<file path="src/rtl/csr_bus_arbiter.sv">
// Round-robin arbiter sharing the control-register bus between NUM_REQ requesters.
// Registers the downstream drive, returns read data to its originator, and gates IO accesses around SPI/GPIO activity.
module csr_bus_arbiter #(
    parameter int NUM_REQ = 2
) (
    input  logic        clk,
    input  logic        rst,
    input  logic        IN_reqValid  [NUM_REQ],
    input  logic        IN_reqWe     [NUM_REQ],
    input  logic [3:0]  IN_reqWm     [NUM_REQ],
    input  logic [6:0]  IN_reqAddr   [NUM_REQ],
    input  logic [31:0] IN_reqData   [NUM_REQ],
    output logic        OUT_reqReady [NUM_REQ],
    output logic        OUT_rspValid [NUM_REQ],
    output logic [31:0] OUT_rspData,
    output logic        OUT_ce,
    output logic        OUT_we,
    output logic [3:0]  OUT_wm,
    output logic [6:0]  OUT_addr,
    output logic [31:0] OUT_data,
    input  logic [31:0] IN_data,
    input  logic        IN_IO_busy
);

    localparam int IDX_W = (NUM_REQ > 1) ? $clog2(NUM_REQ) : 1;
    localparam int RD_LAT = 3;

    typedef logic [IDX_W-1:0] idx_t;

    typedef struct packed {
        logic valid;
        idx_t idx;
    } rd_tag_t;

    idx_t               last_grant;
    idx_t               grant_idx;
    idx_t               cand;
    logic               grant_valid;
    logic               accept;
    logic [NUM_REQ-1:0] eligible;
    logic [1:0]         io_hold;
    rd_tag_t            rd_pipe [RD_LAT];

    function automatic logic is_io(input logic [6:0] addr);
        return !addr[5] && (addr[4:2] == 3'b001);
    endfunction

    // Registers 4 and 5 start an SPI/GPIO transfer when written.
    function automatic logic is_io_write(input logic we, input logic [6:0] addr);
        return is_io(addr) && !we && !addr[1];
    endfunction

    always_comb begin
        for (int i = 0; i < NUM_REQ; i++) begin
            eligible[i] = IN_reqValid[i] &&
                          !(is_io(IN_reqAddr[i]) && (io_hold != 2'd0 || IN_IO_busy));
        end
    end

    // NOTE: every variable gets a default before the loop so no path leaves one unassigned (no latch).
    always_comb begin
        grant_valid = 1'b0;
        grant_idx   = '0;
        cand        = '0;
        for (int k = 1; k <= NUM_REQ; k++) begin
            cand = idx_t'((int'(last_grant) + k) % NUM_REQ);
            if (!grant_valid && eligible[cand]) begin
                grant_valid = 1'b1;
                grant_idx   = cand;
            end
        end
    end

    // NOTE: reset is synchronous, so combinational outputs are masked by rst themselves during the reset cycle.
    assign accept = grant_valid && !rst;

    always_comb begin
        for (int i = 0; i < NUM_REQ; i++) begin
            OUT_reqReady[i] = accept && (grant_idx == idx_t'(i));
            OUT_rspValid[i] = !rst && rd_pipe[RD_LAT-1].valid &&
                              (rd_pipe[RD_LAT-1].idx == idx_t'(i));
        end
    end

    assign OUT_rspData = IN_data;

    // NOTE: all state uses non-blocking assignments so every register samples pre-edge values.
    always_ff @(posedge clk) begin
        if (rst) begin
            last_grant <= idx_t'(NUM_REQ - 1);
            io_hold    <= 2'd0;
            OUT_ce     <= 1'b1;
            OUT_we     <= 1'b1;
            OUT_wm     <= 4'd0;
            OUT_addr   <= 7'd0;
            OUT_data   <= 32'd0;
            for (int s = 0; s < RD_LAT; s++) begin
                rd_pipe[s] <= '0;
            end
        end else begin
            if (accept) begin
                last_grant <= grant_idx;
                OUT_ce     <= 1'b0;
                OUT_we     <= IN_reqWe[grant_idx];
                OUT_wm     <= IN_reqWm[grant_idx];
                OUT_addr   <= IN_reqAddr[grant_idx];
                OUT_data   <= IN_reqData[grant_idx];
            end else begin
                OUT_ce     <= 1'b1;
            end

            // Covers the gap until the target raises IN_IO_busy for a freshly issued IO write.
            if (accept && is_io_write(IN_reqWe[grant_idx], IN_reqAddr[grant_idx])) begin
                io_hold <= 2'd2;
            end else if (io_hold != 2'd0) begin
                io_hold <= io_hold - 2'd1;
            end

            rd_pipe[0].valid <= accept && IN_reqWe[grant_idx];
            rd_pipe[0].idx   <= grant_idx;
            for (int s = 1; s < RD_LAT; s++) begin
                rd_pipe[s] <= rd_pipe[s-1];
            end
        end
    end

endmodule

</file>
<file path="config.mk">
export PLATFORM = sky130hd
export DESIGN_NAME = csr_bus_arbiter
export DESIGN_NICKNAME = d
export VERILOG_FILES = /design/src/rtl/csr_bus_arbiter.sv
export SDC_FILE = /design/constraint.sdc
export NUM_CORES = 1
export LEC_CHECK = 0
export CORE_ASPECT_RATIO = 0.5
export CORE_MARGIN = 4
export CORE_UTILIZATION = 25
export DETAILED_ROUTE_END_ITERATION = 10
export PLACE_DENSITY = 0.72
export SYNTH_ARGS = -nofsm -noshare
export SYNTH_HDL_FRONTEND = slang
export SYNTH_SLANG_ARGS = --single-unit
</file>
<file path="constraint.sdc">
create_clock -name clk -period 2.1 [get_ports clk]
set_input_delay 0.42 -clock clk [delete_from_list [all_inputs] [get_ports clk]]
set_output_delay 0.42 -clock clk [all_outputs]
set_load 0.01 [all_outputs]
</file>
==> Word level (Yosys, flattened, before mapping) <==
Memories as Yosys holds them, arrays and structs flattened.
Index checks and enable logic that the tools add are counted.
Widths: inputs -> output; s select.
{ "word_totals": {"ff_bits": 48, "latch_bits": 0, "ram_bits": 6, "romBits": 0, "output_inout_bits": 81, "mem_count": 1} }
{ "classes": {"addsub": 3, "multipliers": 0, "div_mod_pow": 0, "n_lt_le_gt_ge": 3, "eq_ne": 3, "shift": 0, "mux": 30, "bitwise_logic": 7, "reduce_logical": 31} }
{ "mem_list": {"columns": ["name", "depth", "width", "rd", "rd_ports_with_merged_regs", "write_ports", "line_no", "source"], "rows": [
  ["rd_pipe", 3, 2, 3, 0, 3, "42", "rd_tag_t rd_pipe [RD_LAT];"]
]} }
{ "op_table": {"columns": ["cell", "count"], "rows": [
  ["$mux 32", 3],
  ["$mux 7", 3],
  ["$logic_and 1x1->1", 18],
  ["$mux 1", 17],
  ["$mux 4", 3],
  ["$eq 3x1->1 const B", 3],
  ["$logic_not 1->1", 9],
  ["$mux 2", 4],
  ["$lt 1x2->1 const B", 2],
  ["$or 1x1->1", 4],
  ["$reduce_bool 2->1", 2],
  ["$add 1x1->1 const B", 2],
  ["$ge 2x2->1 const B", 1],
  ["$not 1->1", 2],
  ["$not 1->2", 1],
  ["$reduce_or 2->1", 1],
  ["$sub 2x1->2 const B", 1],
  ["$logic_or 1x1->1", 1]
]} }

==> Logic depth before layout (Yosys ltp) <==
{ "depth": {"ltp_word": 21, "ltp_mapped": 7, "mapped_depth_nobuf": 6} }

==> Worst setup path before layout <==
Ideal clock, no wire load.
{ "synth_path": {"path_kind": "in2out", "from": "in IN_reqAddr[10] (netlist name)", "to": "out OUT_reqReady[0] (netlist name)", "arrival_time_ps": 1768, "required_time_ps": 1680, "setup_slack_ps": -88, "path_stages": 6, "path_cell_list": "or4b_4 o21ai_4 o211a_4 buf_8 buf_6 nor2b_1"} }
{ "synth_rtl": {"columns": ["element", "line_no", "source"], "rows": [
  ["start: declaration", "11", "input logic [6:0] IN_reqAddr [NUM_REQ],"],
  ["end: declaration", "13", "output logic OUT_reqReady [NUM_REQ],"]
]} }

==> run metrics <==
synthesized flop and latch total=54; slew margin rel.=0.675; maximum VDD drop=0.000353 V; crit-path max FO=2; DP Wirelength=5.74 mm; Synth warnings=0; Setup CP Type=input port to output pin; synthesized area per cell=9.09 um^2; Max-Cap Viols=0; initial antenna violation count=0; IO buf count=141; Finished Layout Cells=522; distinct cell type count after synthesis=29; first-pass GRT wire length=12.2 mm; CTS buffer count=5; total power divided by cell area=630 nW/um^2; I/O pins=206; power share of the combinational group=0.245; Die W=about 150 um; # H-tree levels=2; DRT Pass-1 Iters=4; Longest Clk Path Bufs=2; row count=25; final WL=8.05 mm; top-area cell type share of the netlist area=0.445; worst slew pin tran=~0.5 ns; status=finished, violations left; initial cell density of the core=0.257; Finished Cell Area=4040 um^2; Mapped Cells=267; pin count of the biggest net entering global routing=48; Pint=1.91 mW; critical path arrival=1.81 ns; CTS Root Cell=clkbuf_16; vias in the first global route=around 2400; sw frac=0.250; Die Y=77.7 um; Worst Setup End Kind=output pin; Clock Power Share=0.310; Synthesized Nets=392; CP required=1.68 ns; Area growth, synth to finish=66.3%; Iteration-0 DRC Markers=93; RSZ-0062 raised after global routing=yes; pre-CTS WS=-0.753 ns; Synth area leader=dfxtp_1; setup total negative slack=-0.227 ns; Hold Fails Final Rpt=0; grt ovf=0; Skew-Pair Late Insertion Delay=0.29 ns; register share of total power=0.445; Leakage=approximately 1.6 nW; CTS Sinks=54; Die ar.=11400 um^2; synthesized area=2430 um^2; Cell Area, Placed=3790 um^2; Tot Pwr=2.54 mW; startpoint types=input port; setup ws final=-0.126 ns; DR vias/cell=4.45; WHS=0.437 ns; Slew Limit Fails=0; violated checks=negative setup slack; Post-Route Utilization=0.427; DR DRC count=0; Worst-path clk slew=around 0.070 ns; layout cells sized above 1=0.140; f_max=449 MHz; leading cell type in the layout, fill and taps excluded=clkdlybuf4s50_1; Diodes inserted=0; All-Layer GR Usage=0.134; vias=~2300; Area contributors post-synth=dfxtp_1 (45%), a22oi_1 (12%), buf_4 (11%); final setup violating endpoints=4; TritonCTS clock tree=yes; worst min-delay path class=flip-flop to flip-flop; most frequent cells in the layout=clkdlybuf4s50_1 (129), dfxtp_1 (54), a22oi_1 (38), nand2_1 (38), a21oi_1 (38); part of the cycle the worst path needs=1.06; Final nets=512; P_sw=about 640 uW; sequential share of the synthesized area=0.445; final antenna-violating net count=0; Core Region=9450 um^2; Placed Cells incl. Taps=505; drt wl/cell=15.4 um; Final min period=2.23 ns; Placer Congestion=between 0.8 and 0.9; Final Skew=0.00466 ns
==> repair_timing <==
action / in CTS / in global routing
setup buffers: 9 / 3
setup endpoints to repair: 50 / 49
hold buffers: 0 / 0
pin swaps: 7 / 8
endpoints found under the hold margin: 0 / 0
resized for setup: 34 / 7
==> cell usage after synthesis <==
library cell and instances:
dfxtp_1 54, a21oi_1 39, a22oi_1 38, nand2_1 38, buf_4 36, nor2_1 8
buf_2 7, clkbuf_1 7, mux2i_1 7, nor2b_1 6, a211oi_2 5, nor3_1 3
nor3b_1 3, a211o_1 1, a21bo_2 1, a21boi_2 1, a31oi_1 1, and3b_1 1
buf_6 1, buf_8 1, inv_1 1, inv_2 1, nand2b_1 1, nand3b_1 1
nor4b_1 1, o211a_4 1, o21ai_1 1, o21ai_4 1, or4b_4 1
==> state kept, by name (all words and copies together) (netlist names) <==
signal and cells:
OUT_addr 7, rd_pipe 6, OUT_wm 4, last_grant 1, OUT_ce 1, io_hold 2
OUT_data 32, OUT_we 1
==> worst paths after layout <==
path             startpoint              end  slack [ns]  cells after the start
max reg2reg      io_hold[1]           OUT_we        0.23                      8
min reg2reg   rd_pipe[0][0]    rd_pipe[0][2]        0.44                      1
min           rd_pipe[0][0]    rd_pipe[0][2]        0.44                      1
max          IN_reqAddr[11]  OUT_reqReady[1]       -0.13                      9
==> critical path, cell delays in order <==
cell	delay [ns]
buf_6	0.09
or4b_4	0.56
o21ai_4	0.16
buf_6	0.11
a21boi_4	0.17
nor2_2	0.06
inv_2	0.06
nor2_1	0.04
buf_2	0.13
==> layer usage <==
| layer | up-vias | track usage | part of all wire |
|---|---|---|---|
| met3 | 24 | 0.0303 | 0.041 |
| met1 | 1102 | 0.155 | 0.42 |
| li1 | 1144 | - | - |
| met4 | 0 | 0.0558 | 0.031 |
| met5 | - | 0 | 0 |
| met2 | 55 | 0.239 | 0.51 |
==> power groups by stage <==
stage,Sequential (mW),Clock [mW],Combinational (mW)
floorplan,1.19,0,0.267
global placement,1.15,0,0.602
detailed placement,1.16,0,0.607
CTS,1.13,0.821,0.622
global route,1.14,0.864,0.669
finish,1.13,0.788,0.624
==> cell families (layout without fill, tap and decap cells) <==
kind of cell / Yosys count / count (layout) / share of synthesized area
simple gates: 63 / 63 / 0.121
mux: 7 / 7 / 0.0289
buf+inv: 54 / 174 / 0.151
flops: 54 / 54 / 0.445
compound gates: 89 / 89 / 0.255
==> cell type report <==
class,instances,area (um^2)
sequential,54,1080
timing repair buffer,165,1600
inverter,2,7.51
clock buffer,7,133
tap,135,169
fill,922,5410
multi-input combinational,159,1040
Note: power is estimated with default switching activity, not from simulation.
